`config.mk`:
```
export PLATFORM = sky130hd
export DESIGN_NAME = stopwatch_ctrl
export DESIGN_NICKNAME = d
export VERILOG_FILES = /design/src/rtl/stopwatch_ctrl.sv
export SDC_FILE = /design/constraint.sdc
export NUM_CORES = 1
export LEC_CHECK = 0
export ABC_AREA = 1
export BUFFER_PORTS_ARGS = -buffer_cell sky130_fd_sc_hd__buf_4
export CAP_MARGIN = 20
export CORE_MARGIN = 2
export CORE_UTILIZATION = 55
export CTS_BUF_LIST = sky130_fd_sc_hd__clkbuf_2
export DETAILED_ROUTE_END_ITERATION = 8
export GPL_TIMING_DRIVEN = 1
export PLACE_DENSITY = 0.79
export SLEW_MARGIN = 10
export SYNTH_ARGS = -nofsm -noshare
export SYNTH_HDL_FRONTEND = slang
export SYNTH_SLANG_ARGS = --single-unit
```
`constraint.sdc`:
```
create_clock -name clk -period 2.4 [get_ports clk]
set_input_delay 0 -clock clk [delete_from_list [all_inputs] [get_ports clk]]
set_output_delay 0 -clock clk [all_outputs]
set_load 0.1 [all_outputs]
```
`src/rtl/stopwatch_ctrl.sv`:
```
// rtl/stopwatch_ctrl.sv - stopwatch button conditioning, run/pause/lap/clear FSM and tick prescaler
module stopwatch_ctrl #(
    parameter int TICK_DIV  = 500000,
    parameter int DB_CYCLES = 1000000
) (
    input  logic       clk,
    input  logic       rst,
    input  logic       btn_start,
    input  logic       btn_lap,
    output logic       cnt_en,
    output logic       cnt_clr,
    output logic       disp_freeze,
    output logic [1:0] state
);

    localparam int PW = (TICK_DIV > 1) ? $clog2(TICK_DIV) : 1;
    localparam int DW = (DB_CYCLES > 1) ? $clog2(DB_CYCLES) : 1;
    localparam logic [PW-1:0] P_MAX = PW'(TICK_DIV - 1);
    localparam logic [DW-1:0] D_MAX = DW'(DB_CYCLES - 1);

    typedef enum logic [1:0] {
        S_IDLE  = 2'b00,
        S_RUN   = 2'b01,
        S_PAUSE = 2'b10,
        S_LAP   = 2'b11
    } state_t;

    state_t        state_q;
    state_t        state_d;
    logic          clr_d;

    // Bit 0 is the start button, bit 1 is the lap button.
    logic [1:0]    btn_raw;
    logic [1:0]    ff1;
    logic [1:0]    ff2;
    logic [1:0]    lvl;
    logic [1:0]    lvl_d;
    logic [1:0]    press;
    logic [DW-1:0] dcnt [2];

    logic [PW-1:0] pcnt;
    logic          wrap;

    assign btn_raw = {btn_lap, btn_start};
    assign wrap    = (pcnt == P_MAX);

    // Synchronise, debounce and rising-edge detect both buttons
    always_ff @(posedge clk or posedge rst) begin
        if (rst) begin
            ff1   <= '0;
            ff2   <= '0;
            lvl   <= '0;
            lvl_d <= '0;
            press <= '0;
            for (int i = 0; i < 2; i++) begin
                dcnt[i] <= '0;
            end
        end else begin
            ff1   <= btn_raw;
            ff2   <= ff1;
            lvl_d <= lvl;
            press <= lvl & ~lvl_d;
            for (int i = 0; i < 2; i++) begin
                if (ff2[i] == lvl[i]) begin
                    dcnt[i] <= '0;
                end else if (dcnt[i] == D_MAX) begin
                    lvl[i]  <= ff2[i];
                    dcnt[i] <= '0;
                end else begin
                    dcnt[i] <= dcnt[i] + 1'b1;
                end
            end
        end
    end

    // State register; the clear strobe is registered alongside so it lands on the first IDLE cycle
    always_ff @(posedge clk or posedge rst) begin
        if (rst) begin
            state_q <= S_IDLE;
            cnt_clr <= 1'b0;
        end else begin
            state_q <= state_d;
            cnt_clr <= clr_d;
        end
    end

    // Next state: a start press wins over a lap press in the same cycle
    always_comb begin
        state_d = state_q;
        clr_d   = 1'b0;
        if (press[0]) begin
            case (state_q)
                S_IDLE, S_PAUSE: state_d = S_RUN;
                default:         state_d = S_PAUSE;
            endcase
        end else if (press[1]) begin
            case (state_q)
                S_RUN:   state_d = S_LAP;
                S_LAP:   state_d = S_RUN;
                default: begin
                    state_d = S_IDLE;
                    clr_d   = 1'b1;
                end
            endcase
        end
    end

    // Output decode from the registered state
    always_comb begin
        state       = state_q;
        disp_freeze = (state_q == S_LAP);
    end

    // Prescaler: cleared in IDLE, frozen in PAUSE, free-running in RUN and LAP
    always_ff @(posedge clk or posedge rst) begin
        if (rst) begin
            pcnt   <= '0;
            cnt_en <= 1'b0;
        end else begin
            cnt_en <= 1'b0;
            case (state_q)
                S_IDLE:  pcnt <= '0;
                S_PAUSE: pcnt <= pcnt;
                default: begin
                    pcnt   <= wrap ? '0 : pcnt + 1'b1;
                    // A strobe falling on the edge that leaves RUN/LAP is dropped
                    cnt_en <= wrap && (state_d == S_RUN || state_d == S_LAP);
                end
            endcase
        end
    end

endmodule

```
; ---- Word level (Yosys, flattened, before mapping)
; Index checks and enable logic that the tools add are counted.
; W data, S select, Z words.
[classes]
reduce_logical = 7
n_eq_ne = 10
bitwise = 4
add_sub_neg = 3
n_mux = 14
[op_table]
columns = cell, n
row1 = $mux W20, 4
row2 = $add A20 B1 Y20 const B, 2
row3 = $eq A20 B20 Y1 const B, 2
row4 = $pmux W19 S2, 1
row5 = $add A19 B1 Y19 const B, 1
row6 = $eq A19 B19 Y1 const B, 1
row7 = $mux W19, 1
row8 = $eq A2 B2 Y1 const B, 3
row9 = $mux W2, 3
row10 = $eq A2 B1 Y1 const B, 2
row11 = $mux W1, 4
row12 = $pmux W2 S2, 1
row13 = $reduce_and A2 Y1, 2
row14 = $reduce_or A2 Y1, 2
row15 = $and A2 B2 Y2, 1
row16 = $eq A1 B1 Y1, 2
row17 = $logic_not A2 Y1, 1
row18 = $not A1 Y1, 2
row19 = $not A2 Y2, 1
row20 = $logic_and A1 B1 Y1, 1
row21 = $logic_or A1 B1 Y1, 1
[word_totals]
in_bits = 4
ff_bits = 73
elab_cells = 50

; ---- Longest topological paths before layout
; Gate-level depths: netlist (run 1).
[logic_depth]
depth_word = 8
mapped_depth = 9

; ---- Worst setup path after synthesis (run 1)
; No wires, ideal clock.
[synth_timing]
kind = register to output
start = reg state_q[0], in the netlist state[0]
end = out disp_freeze
arrival_time_ns = 1.900
required_ns = 2.400
path_slack_ns = 0.500
stages_incl_launch_ff = 4
path_buffers = 1
cell_sequence = dfrtp_1 -> clkbuf_1 -> nand2_1 -> inv_1
[synth_between]
elab_chain_cells = 1
[synth_rtl]
columns = item, line
row1 = "start, declared", 28  ; state_t state_q;
row2 = "start signal, assigned", 82  ; state_q <= state_d;
row3 = $eq A2 B2 Y1, 111  ; disp_freeze = (state_q == S_LAP);
row4 = "end, declared", 12  ; output logic disp_freeze,
; No other way between the ends.

; ---- Worst setup path after layout (run 1)
[layout_timing]
start = reg dcnt[20] in the netlist's numbering
end = reg dcnt[25] in the netlist's numbering
[layout_between]
elab_chain_cells = 3
elab_cells_between_ends = 4
[layout_rtl]
columns = item, line
row1 = "start, declared", 39  ; logic [DW-1:0] dcnt [2];
row2 = "start signal, assigned by index", 70  ; dcnt[i] <= dcnt[i] + 1'b1;
row3 = $add A20 B1 Y20 / $eq A20 B20 Y1 (equally long branches), "70, 66"
row4 = $mux W20 (*), 66  ; end else if (dcnt[i] == D_MAX) begin
row5 = $mux W20 (*), 64  ; if (ff2[i] == lvl[i]) begin
; Mark *: on every way between the ends. The rest lies on a longest branch, timed or not.
; A chain may end at the register's enable or synchronous reset.

==> results of run 1 <==
critical path: stages (launching register included):
cell and delay, ps:
dfrtp_1 450, ha_1 210, nand3_1 140, inv_1 120, nand2_1 50, nor2_1 190
nand3_2 160, nand2_1 200, nor2_1 60
placed cells by master (no fill, tap or decap), types with 5 or more instances in the layout:
cell / instances
xor2_1: 22
xnor2_1: 10
o21bai_1: 5
nor2_1: 102
nor3_1: 10
nand3_1: 45
buf_4: 9
nand2_1: 125
inv_1: 53
clkbuf_2: 9
a21oi_1: 8
nand4_1: 7
dfrtp_1: 73
o21ai_0: 10
layout make-up:
type / instances / share of cell area [%]
Timing Repair Buffer: 14 / 3.013
Tap cell: 96 / 2.836
Inverter: 54 / 4.786
Sequential cell: 73 / 43.13
Clock inverter: 7 / 2.216
Clock buffer: 9 / 1.064
Multi-Input combinational cell: 373 / 42.95
flip-flops by register name (all words and copies together), names as in the netlist, 2 cells and up, named ones only:
register  flops
ff1           2
pcnt         19
press         2
dcnt         40
ff2           2
lvl           2
lvl_d         2
cells in the mapped netlist, drive strengths merged, types with 5 or more instances:
master | count | area, µm²
dfrtp | 73 | 1827
nand4 | 7 | 43.79
nor2 | 110 | 452.9
a21oi | 8 | 40.04
nand2 | 128 | 488.0
nand3 | 47 | 245.2
xnor2 | 10 | 87.58
nor3 | 11 | 60.06
o21bai | 5 | 37.54
o21ai | 15 | 86.34
inv | 54 | 202.7
xor2 | 22 | 192.7
power groups by stage:
stage	sequential, mW	combinational (mW)	clock [mW]
after global routing	1.25	0.0818	0.871
after floorplan	1.27	0.0461	0
after CTS	1.25	0.0725	0.815
after detailed placement	1.27	0.0671	0
after global placement	1.27	0.0654	0
final	1.25	0.0694	0.792
worst min path at each step:
stage / from / depth (start not counted) / endpoint
6_report: btn_lap / 2 / ff1[1]
5_1_grt: btn_start / 2 / ff1[0]
4_1_cts: btn_lap / 2 / ff1[1]
3_5_place_dp: rst / 2 / dcnt[0]
3_3_place_gp: rst / 2 / dcnt[0]
2_1_floorplan: btn_start / 0 / ff1[0]
metal layers:
| layer | vias up | part of all wire, % |
|---|---|---|
| li1 | 1634 | - |
| met1 | 1534 | 46 |
| met2 | 52 | 50 |
| met3 | 11 | 2.7 |
| met4 | 0 | 1.7 |
| met5 | - | 0 |
cells by family after synthesis:
| group | share of synthesized area [%] |
|---|---|
| flops | 47.13 |
| buf+inv | 5.939 |
| xor+xnor | 7.230 |
| compound gates | 4.713 |
| fa+ha+maj | 0.9685 |
| simple gates | 34.02 |
stage by stage:
stage               util (%)  cells  area (µm²)  setup slack [ps]  hold WS [ps]
floorplan                  -    506        3876             500.0         31.43
global placement       59.71    606        4056             808.5        -56.86
detailed placement     59.71    606        4056             780.3        -51.73
CTS                    62.34    626        4235             703.6         113.1
global route           62.34    626        4235             554.6         105.9
finish                 62.34    626        4235             713.4         146.9
==> out/summary.txt, run 1 <==
total of max-cap violations - 0
Achievable Freq - 0.5929 GHz
transition time of the tightest slew-check pin - 578.9 ps
Register-to-Register Setup Slack - 710 ps
drt via density - 5.161
end point of the critical path - dcnt[25]
largest net degree at the start of global routing - 65
worst IR drop on VDD - 0.0003217 V
required time at the worst-slack endpoint - 2780 ps
met2 track demand over resource in global routing - 37.81%
number of antenna violations at the first check in global routing - 0
clock sink total - 73
R2R cell count - 8
Total Power - 2.113 mW
vias in the first global route - 3205
wire length of the first global-routing pass - 13900 µm
number of violations reported at the end of detailed-routing iteration 0 - 147
critical path fanouts, max - 6
H-Tree Depth - 3
total number of nets in the final design - 532
drt pass-1 iters - 4
TritonCTS clock tree - built
weighted congestion at the end of routability-driven global placement - 0.9402
layer with the highest usage after global routing - met2
worst slew margin relative to its limit - 61.27%
multi-input gate area in the final layout - 1819 µm²
fillcell total - 596
clock latency on the worst-skew pair - 490 ps
GRT Total Usage - 22.69%
nature of the critical path endpoint - register
Reg area - 1827 µm²
Async S/R FF share, synth - 100.0%
crit path DAT - 2070 ps
end of the worst register-to-register path - dcnt[25]
Hold Crit Class - input port to register
sum of negative setup slack - 0 ps
number of synthesized register bits - 73
minimum clock period after layout - 1687 ps
area growth from synthesis to layout - 9.264%
clock group share of total power - 37.5%
kind of launch point of the worst setup path - register
Setup CP Type - register to register
global route overflow - 0
TritonCTS Buffers - 9
post-detailed-placement half-perimeter wirelength - 5755 µm
final wirelength - 7737 µm
power per cell area - 498.9 nW/µm²
die span in y - 87.95 µm
row count - 30
DIE AREA - 7735 µm²
Sw Ratio - 23.75%
number of instances in the synthesized netlist - 506
Initial Util - 57.05%
CTS Hold Bufs - 4
per-instance average area after synthesis - 7.661 µm²
Final Hold Vio Count - 0
LEAKAGE - 1.840 nW
RSZ-0062 raised after global routing - false
count of nets left with antenna violations after detail routing - 0
run status - complete, no violations
count of flip-flops with a built-in enable after synthesis - 0
critical path startpoint - dcnt[20]
post-cts sizing count - 0
Flop pwr share - 59.2%
worst reg2reg path startpoint - dcnt[20]
portion of the clock cycle consumed by the worst path in the final layout - 70.28%
Max Transition Viols Final - 0
maximum clock insertion buffer count - 2
core footprint - 6794 µm²
via total after detailed routing - 3231
Die X - 87.95 µm
Root Driver - clkbuf_2
Seq/Total Area, Yosys - 47.13%
wire length per cell after detailed routing - 12.36 µm
Clock Pin Slew Worst Setup and Hold Paths - 220 ps
share of cells above drive strength 1 - 7.736%
met3 track demand over resource - 3.487%
I/O Buffers - 8
Ys Warns - 0
final setup violation count - 0
post-detailed-route DRC marker count - 0
netlist area before placement - 3876 µm²
number of antenna diodes - 0
number of top-level pins - 9
total net switching power - 0.5017 mW
Post-CTS Setup Repair Bufs - 0
setup clock skew after layout - 25.36 ps
met1 layer usage reported by global route - 29.02%
Gate power share - 3.3%
net count after synthesis - 513
most used flip-flop cell after synthesis - dfrtp_1
internal power contribution - 1.611 mW
Netlist cell types - 27
Note: power is estimated with default switching activity, not from simulation.
==> run 2, diff against run 1 <==
ABC_AREA = 0   (was 1)
PLACE_DENSITY = 0.8   (was 0.79)
clock period = 1.74 ns   (was 2.4 ns; I/O delays follow)
==> run 2 against run 1 <==
Highest routed layer unchanged. Synthesized cell count fell by 32%. Global-route usage fell by 1.6 points. Cell area fell by 4.5%. The flow now finishes with violations (negative setup slack). Hold slack got worse by 26 ps. Sequential share of layout area rose by 2.1 points. Clock skew rose by 11 ps. Synthesized area fell by 11%.
==> out/summary.txt, run 2 <==
run status - finished, violations left (was complete, no violations)
violated checks - negative setup slack
count of nets left with antenna violations after detail routing - 0 (unchanged)
internal power contribution - 1.951 mW (was 1.611 mW)
weighted congestion at the end of routability-driven global placement - 0.8402 (was 0.9402)
Max Transition Viols Final - 0 (unchanged)
drt via density - 5.571 (was 5.161)
number of antenna diodes - 0 (unchanged)
Final Util - 67.54% (was 62.34%)
drt pass-1 iters - 4 (unchanged)
clock group share of total power - 29.5% (was 37.5%)
most used flip-flop cell after synthesis - dfrtp_1 (unchanged)
number of synthesized register bits - 73 (unchanged)
worst IR drop on VDD - 0.0005241 V (was 0.0003217 V)
transition time of the tightest slew-check pin - 377.4 ps (was 578.9 ps)
total placed cells including tap cells - 459 (was 606)
Root Driver - clkbuf_2 (unchanged)
Die X - 83.14 µm (was 87.95 µm)
H-Tree Depth - 3 (unchanged)
ranking of synthesized cells by area - dfrtp_1 (53%), xor2_1 (6.9%), nor2_1 (5.6%) (was dfrtp_1 (47%), nand2_1 (12%), nor2_1 (9.9%))
Finished Layout Cells - 478 (was 626)
minimum clock period after layout - 2361 ps (was 1687 ps)
LEAKAGE - 1.862 nW (was 1.840 nW)
total of max-cap violations - 0 (unchanged)
maximum clock insertion buffer count - 2 (unchanged)
largest net degree at the start of global routing - 74 (was 65)
crit path DAT - 2760 ps (was 2070 ps)
number of top-level pins - 9 (unchanged)
Async S/R FF share, synth - 100.0% (unchanged)
number of antenna violations at the first check in global routing - 0 (unchanged)
Ys Warns - 0 (unchanged)
DIE AREA - 6912 µm² (was 7735 µm²)
fillcell total - 455 (was 596)
net count after synthesis - 352 (was 513)
I/O Buffers - 8 (unchanged)
per-instance average area after synthesis - 9.984 µm² (was 7.661 µm²)
Hold Crit Class - input port to register (unchanged)
TritonCTS clock tree - built (unchanged)
multi-input gate area in the final layout - 1564 µm² (was 1819 µm²)
critical path fanouts, max - 7 (was 6)
core footprint - 5991 µm² (was 6794 µm²)
wire length per cell after detailed routing - 14.21 µm (was 12.36 µm)
share of cells above drive strength 1 - 20.60% (was 7.736%)
Largest register FFs - 40 (unchanged)
nature of the critical path endpoint - register (unchanged)
number of violations reported at the end of detailed-routing iteration 0 - 153 (was 147)
global route overflow - 0 (unchanged)
Initial Util - 57.50% (was 57.05%)
Seq/Total Area, Yosys - 53.03% (was 47.13%)
worst slew margin relative to its limit - 74.84% (was 61.27%)
Gate power share - 3.9% (was 3.3%)
Achievable Freq - 0.4235 GHz (was 0.5929 GHz)
Commonest cells post-synth - dfrtp_1 (73), nor2_1 (51), nand2_1 (32) (was nand2_1 (125), nor2_1 (102), dfrtp_1 (73))
area growth from synthesis to layout - 17.47% (was 9.264%)
vias in the first global route - 2679 (was 3205)
commonest non-fill, non-tap cell in the layout - dfrtp_1 (was nand2_1)
clock sink total - 73 (unchanged)
area leader, netlist - dfrtp_1 (unchanged)
post-detailed-route DRC marker count - 0 (unchanged)
TritonCTS Buffers - 9 (unchanged)
cell area after placement - 3910 µm² (was 4056 µm²)
Reg area - 1831 µm² (was 1827 µm²)
Netlist cell types - 42 (was 27)
RSZ-0062 raised after global routing - true (was false)
worst-case setup margin in the final layout - -621.3 ps (was 713.4 ps)
portion of the clock cycle consumed by the worst path in the final layout - 135.7% (was 70.28%)
GRT Total Usage - 21.09% (was 22.69%)
Post-CTS Setup Repair Bufs - 0 (unchanged)
count of flip-flops with a built-in enable after synthesis - 0 (unchanged)
setup clock skew after layout - 36.38 ps (was 25.36 ps)
area share of the largest cell type after synthesis - 53.03% (was 47.13%)
Largest Register - dcnt (unchanged)
row count - 28 (was 30)
final setup violation count - 19 (was 0)
die span in y - 83.14 µm (was 87.95 µm)
Final Hold Vio Count - 0 (unchanged)
post-route standard cell area excluding fillers - 4046 µm² (was 4235 µm²)
Total Power - 2.596 mW (was 2.113 mW)
Sw Ratio - 24.84% (was 23.75%)
most frequent cells in the layout - dfrtp_1 (70), nor2_1 (51), buf_4 (48), nand2_1 (32), xor2_1 (27) (was nand2_1 (125), nor2_1 (102), dfrtp_1 (73), inv_1 (53), nand3_1 (45))
total number of nets in the final design - 405 (was 532)
required time at the worst-slack endpoint - 2140 ps (was 2780 ps)
clock latency on the worst-skew pair - 500 ps (was 490 ps)
kind of launch point of the worst setup path - register (unchanged)
Setup CP Type - register to register (unchanged)
most used standard cell by instance count after synthesis - dfrtp_1 (was nand2_1)
wire length of the first global-routing pass - 11840 µm (was 13900 µm)
total net switching power - 0.6450 mW (was 0.5017 mW)
power per cell area - 641.6 nW/µm² (was 498.9 nW/µm²)
Flop pwr share - 66.6% (was 59.2%)
via total after detailed routing - 2663 (was 3231)
Clock Pin Slew Worst Setup and Hold Paths - 210 ps (was 220 ps)
final wirelength - 6792 µm (was 7737 µm)
leading registers by flop count - dcnt (40), pcnt (19) (unchanged)
post-detailed-placement half-perimeter wirelength - 4626 µm (was 5755 µm)
Register-to-Register Setup Slack - -620 ps (was 710 ps)
number of instances in the synthesized netlist - 345 (was 506)
netlist area before placement - 3445 µm² (was 3876 µm²)
[run 2: logic make-up after synthesis]
family / after synthesis / share of synthesized area, %
flops: 73 / 53.03
buf+inv: 18 / 2.289
simple gates: 178 / 26.41
fa+ha+maj: 3 / 1.090
compound gates: 28 / 5.557
xor+xnor: 42 / 10.68
mux: 3 / 0.9444
[run 2: through the flow]
| step | hold WS [ps] | worst slack, ps | setup TNS, ps |
|---|---|---|---|
| final | 120.6 | -621.3 | -9218 |
| after global routing | 100.2 | -659.9 | -10150 |
| after CTS | 106.2 | -626.1 | -9142 |
| after detailed placement | 110.4 | -607.1 | -8819 |
| after global placement | 110.3 | -550.1 | -7851 |
| after floorplan | 31.43 | -522.2 | -7135 |
[run 2: worst paths after layout]
check | from | endpoint | cells past startpoint
min in group asynchronous | rst | async pin | 4
max | pcnt[10] | pcnt[9] | 5
min reg2reg | ff1[0] | ff2[0] | 0
min | btn_lap | ff1[1] | 2
max in group asynchronous | rst | lvl_d[1] | 4
max reg2reg | pcnt[10] | pcnt[9] | 5
[run 2: routing by layer]
metal  wire [µm]  vias to the layer above  GRT usage [%]
li1            -                     1314              -
met1        3091                     1287          27.27
met2        3389                       50          35.19
met3         190                       12          3.280
met4         120                        0          9.389
met5           0                        -              0
[run 2: area by class of cell]
cell class              instances  share of cell area [%]
multi-input cells             254                   38.65
clock buffers                  12                   1.484
flip-flops and latches         73                   45.24
inverters                       6                  0.6494
repair buffers                 54                   11.13
well taps                      75                   2.319
clock inverters                 4                  0.5257
[run 2: critical path: stages (launching register included)]
cell     delay (ps)
dfrtp_1         410
or4b_1          520
or4_4           540
o31a_1          340
and3_1          190
a221o_1         260
[run 2: power by group through the flow]
stage,Sequential (mW),Clock [mW],Combinational [mW]
after floorplan,1.76,0,0.0587
after global placement,1.76,0,0.0967
after detailed placement,1.76,0,0.0996
after CTS,1.73,0.789,0.105
after global routing,1.73,0.847,0.117
final,1.73,0.765,0.102
[run 2: timing repair]
action / 4_1_cts / 5_1_grt
endpoints found under the setup margin: 19 / 41
hold buffers: 3 / 0
resized for setup: 1 / 5
gates cloned: 0 / 0
pin swaps: 1 / 1
endpoints found under the hold margin: 75 / 0
==> run 3, diff against run 2 <==
--- a/constraint.sdc
+++ b/constraint.sdc
@@ -3,2 +3,2 @@
 set_output_delay 0 -clock clk [all_outputs]
-set_load 0.1 [all_outputs]
+set_load 0.02 [all_outputs]
==> run 3 against run 2 <==
Clock power is 19% higher. Combinational power increased by 4%. Critical endpoint unchanged. Critical path type unchanged. The run still ends with negative setup slack left. Critical path depth stayed put.
==> out/summary.txt, run 3 (synthesized netlist as in run 2, its figures left out) <==
global route overflow - 0 (unchanged)
Flop pwr share - 63.0% (was 66.6%)
Largest Register - dcnt (unchanged)
number of top-level pins - 9 (unchanged)
portion of the clock cycle consumed by the worst path in the final layout - 136.2% (was 135.7%)
top layer used by detailed routing - met4 (unchanged)
GRT Total Usage - 22.44% (was 21.09%)
post-detailed-route DRC marker count - 0 (unchanged)
via total after detailed routing - 2691 (was 2663)
DIE AREA - 6912 µm² (unchanged)
Clock Pin Slew Worst Setup and Hold Paths - 200 ps (was 210 ps)
TritonCTS Buffers - 9 (unchanged)
largest net degree at the start of global routing - 55 (was 74)
Max Transition Viols Final - 0 (unchanged)
required time at the worst-slack endpoint - 2160 ps (was 2140 ps)
Largest register FFs - 40 (unchanged)
Initial Util - 57.50% (unchanged)
maximum clock insertion buffer count - 2 (unchanged)
commonest non-fill, non-tap cell in the layout - dfrtp_1 (unchanged)
Final Util - 68.94% (was 67.54%)
Die X - 83.14 µm (unchanged)
cells traversed along the worst timing path - or4b_1 -> or4_4 -> o31a_1 -> and3_1 -> a221o_1 (unchanged)
transition time of the tightest slew-check pin - 475.6 ps (was 377.4 ps)
core footprint - 5991 µm² (unchanged)
share of cells above drive strength 1 - 20.44% (was 20.60%)
minimum clock period after layout - 2371 ps (was 2361 ps)
most frequent cells in the layout - dfrtp_1 (72), nor2_1 (51), buf_4 (49), nand2_1 (32), xor2_1 (27) (was dfrtp_1 (70), nor2_1 (51), buf_4 (48), nand2_1 (32), xor2_1 (27))
setup clock skew after layout - 15.47 ps (was 36.38 ps)
number of antenna violations at the first check in global routing - 0 (unchanged)
met3 routed WL - 191 µm (was 190 µm)
weighted congestion at the end of routability-driven global placement - 0.8010 (was 0.8402)
sum of negative setup slack - -9887 ps (was -9218 ps)
drt pass-1 iters - 4 (unchanged)
nature of the critical path endpoint - register (unchanged)
violated checks - negative setup slack (unchanged)
number of violations reported at the end of detailed-routing iteration 0 - 206 (was 153)
Sw Ratio - 24.50% (was 24.84%)
Hold Crit Class - input port to async pin (was input port to register)
Final Hold Vio Count - 0 (unchanged)
Setup CP Type - register to register (unchanged)
leading registers by flop count - dcnt (40), pcnt (19) (unchanged)
clock group share of total power - 33.2% (was 29.5%)
internal power contribution - 2.074 mW (was 1.951 mW)
H-Tree Depth - 3 (unchanged)
Achievable Freq - 0.4218 GHz (was 0.4235 GHz)
clock latency on the worst-skew pair - 520 ps (was 500 ps)
post-detailed-placement half-perimeter wirelength - 4848 µm (was 4626 µm)
number of antenna diodes - 0 (unchanged)
total of max-cap violations - 0 (unchanged)
worst IR drop on VDD - 0.0005310 V (was 0.0005241 V)
final wirelength - 7265 µm (was 6792 µm)
clock sink total - 73 (unchanged)
total net switching power - 0.6730 mW (was 0.6450 mW)
worst-case setup margin in the final layout - -630.7 ps (was -621.3 ps)
total number of nets in the final design - 408 (was 405)
cell with the largest stage delay on the worst path - or4_4 (unchanged)
area growth from synthesis to layout - 19.91% (was 17.47%)
Root Driver - clkbuf_2 (unchanged)
maximum single-stage delay on the critical path - 530 ps (was 540 ps)
drt via density - 5.595 (was 5.571)
I/O Buffers - 8 (unchanged)
RSZ-0062 raised after global routing - true (unchanged)
vias in the first global route - 2794 (was 2679)
kind of launch point of the worst setup path - register (unchanged)
critical path fanouts, max - 7 (unchanged)
wire length of the first global-routing pass - 12630 µm (was 11840 µm)
fillcell total - 440 (was 455)
Reg area - 1828 µm² (was 1831 µm²)
run status - finished, violations left (unchanged)
crit path DAT - 2790 ps (was 2760 ps)
met2 wire length - 3672 µm (was 3389 µm)
die span in y - 83.14 µm (unchanged)
wire length per cell after detailed routing - 15.10 µm (was 14.21 µm)
LEAKAGE - 1.907 nW (was 1.862 nW)
final setup violation count - 19 (unchanged)
count of nets left with antenna violations after detail routing - 0 (unchanged)
power per cell area - 665.1 nW/µm² (was 641.6 nW/µm²)
worst slew margin relative to its limit - 68.23% (was 74.84%)
row count - 28 (unchanged)
wire length on met1 - 3278 µm (was 3091 µm)
Gate power share - 3.8% (was 3.9%)
TritonCTS clock tree - built (unchanged)
multi-input gate area in the final layout - 1595 µm² (was 1564 µm²)
[run 3: cell types whose count changed in the layout (fill, tap and decap cells not counted), moves of 2 or more]
cell / change
dfrtp_1: +2
buf_6: +2
clkbuf_2: -3
dfrtp_2: -2
[run 3: area by class of cell]
class / count / share of cell area, %
Multi-Input combinational cell: 254 / 38.62
Tap cell: 75 / 2.272
Timing Repair Buffer: 57 / 11.63
Clock buffer: 9 / 1.091
Inverter: 6 / 0.6362
Sequential cell: 73 / 44.26
Clock inverter: 7 / 1.484
[run 3: final timing paths]
path,startpoint,end,slack (ps),cells past startpoint
hold reg to reg,ff1[1],ff2[1],380,0
hold / removal,rst,pcnt[17],20,3
setup / recovery,pcnt[11],pcnt[9],-630,5
setup reg to reg,pcnt[11],pcnt[9],-630,5
min in group clk,btn_lap,ff1[1],120,2
max in group asynchronous,rst,dcnt[2],1080,4
[run 3: through the flow]
stage	setup WS, ps	total power, mW	hold slack [ps]	cells	cell area, µm²
3_5_place_dp	-626.4	1.859	50.91	455	3876
5_1_grt	-685.5	2.867	19.13	481	4130
2_1_floorplan	-522.2	1.815	31.43	345	3448
3_3_place_gp	-560.7	1.854	53.29	455	3876
4_1_cts	-659.0	2.759	31.56	478	4053
6_report	-630.7	2.747	18.26	481	4130
[run 3: power by group through the flow]
stage	sequential (mW)	clock [mW]	combinational (mW)
after detailed placement	1.76	0	0.100
final	1.73	0.911	0.106
after global placement	1.76	0	0.0974
after global routing	1.73	1.01	0.122
after CTS	1.73	0.925	0.106
after floorplan	1.76	0	0.0587
[run 3: repair_timing]
item / 4_1_cts / 5_1_grt
hold buffers: 3 / 0
endpoints found under the hold margin: 75 / 0
setup buffers: 4 / 3
setup endpoints to repair: 40 / 61
cloned: 0 / 0
resized for setup: 2 / 10
pin swaps: 4 / 2
[run 3: worst max-delay path, delay by kind of cell (launching register included)]
kind            cells  cell delay [ps]
simple gates        3             1240
flops               1              420
compound gates      2              620
[run 3: routing by layer]
| metal | vias to the layer above | GRT usage [%] |
|---|---|---|
| met3 | 11 | 3.877 |
| met2 | 47 | 37.10 |
| met5 | - | 0 |
| li1 | 1313 | - |
| met4 | 0 | 10.13 |
| met1 | 1320 | 29.02 |
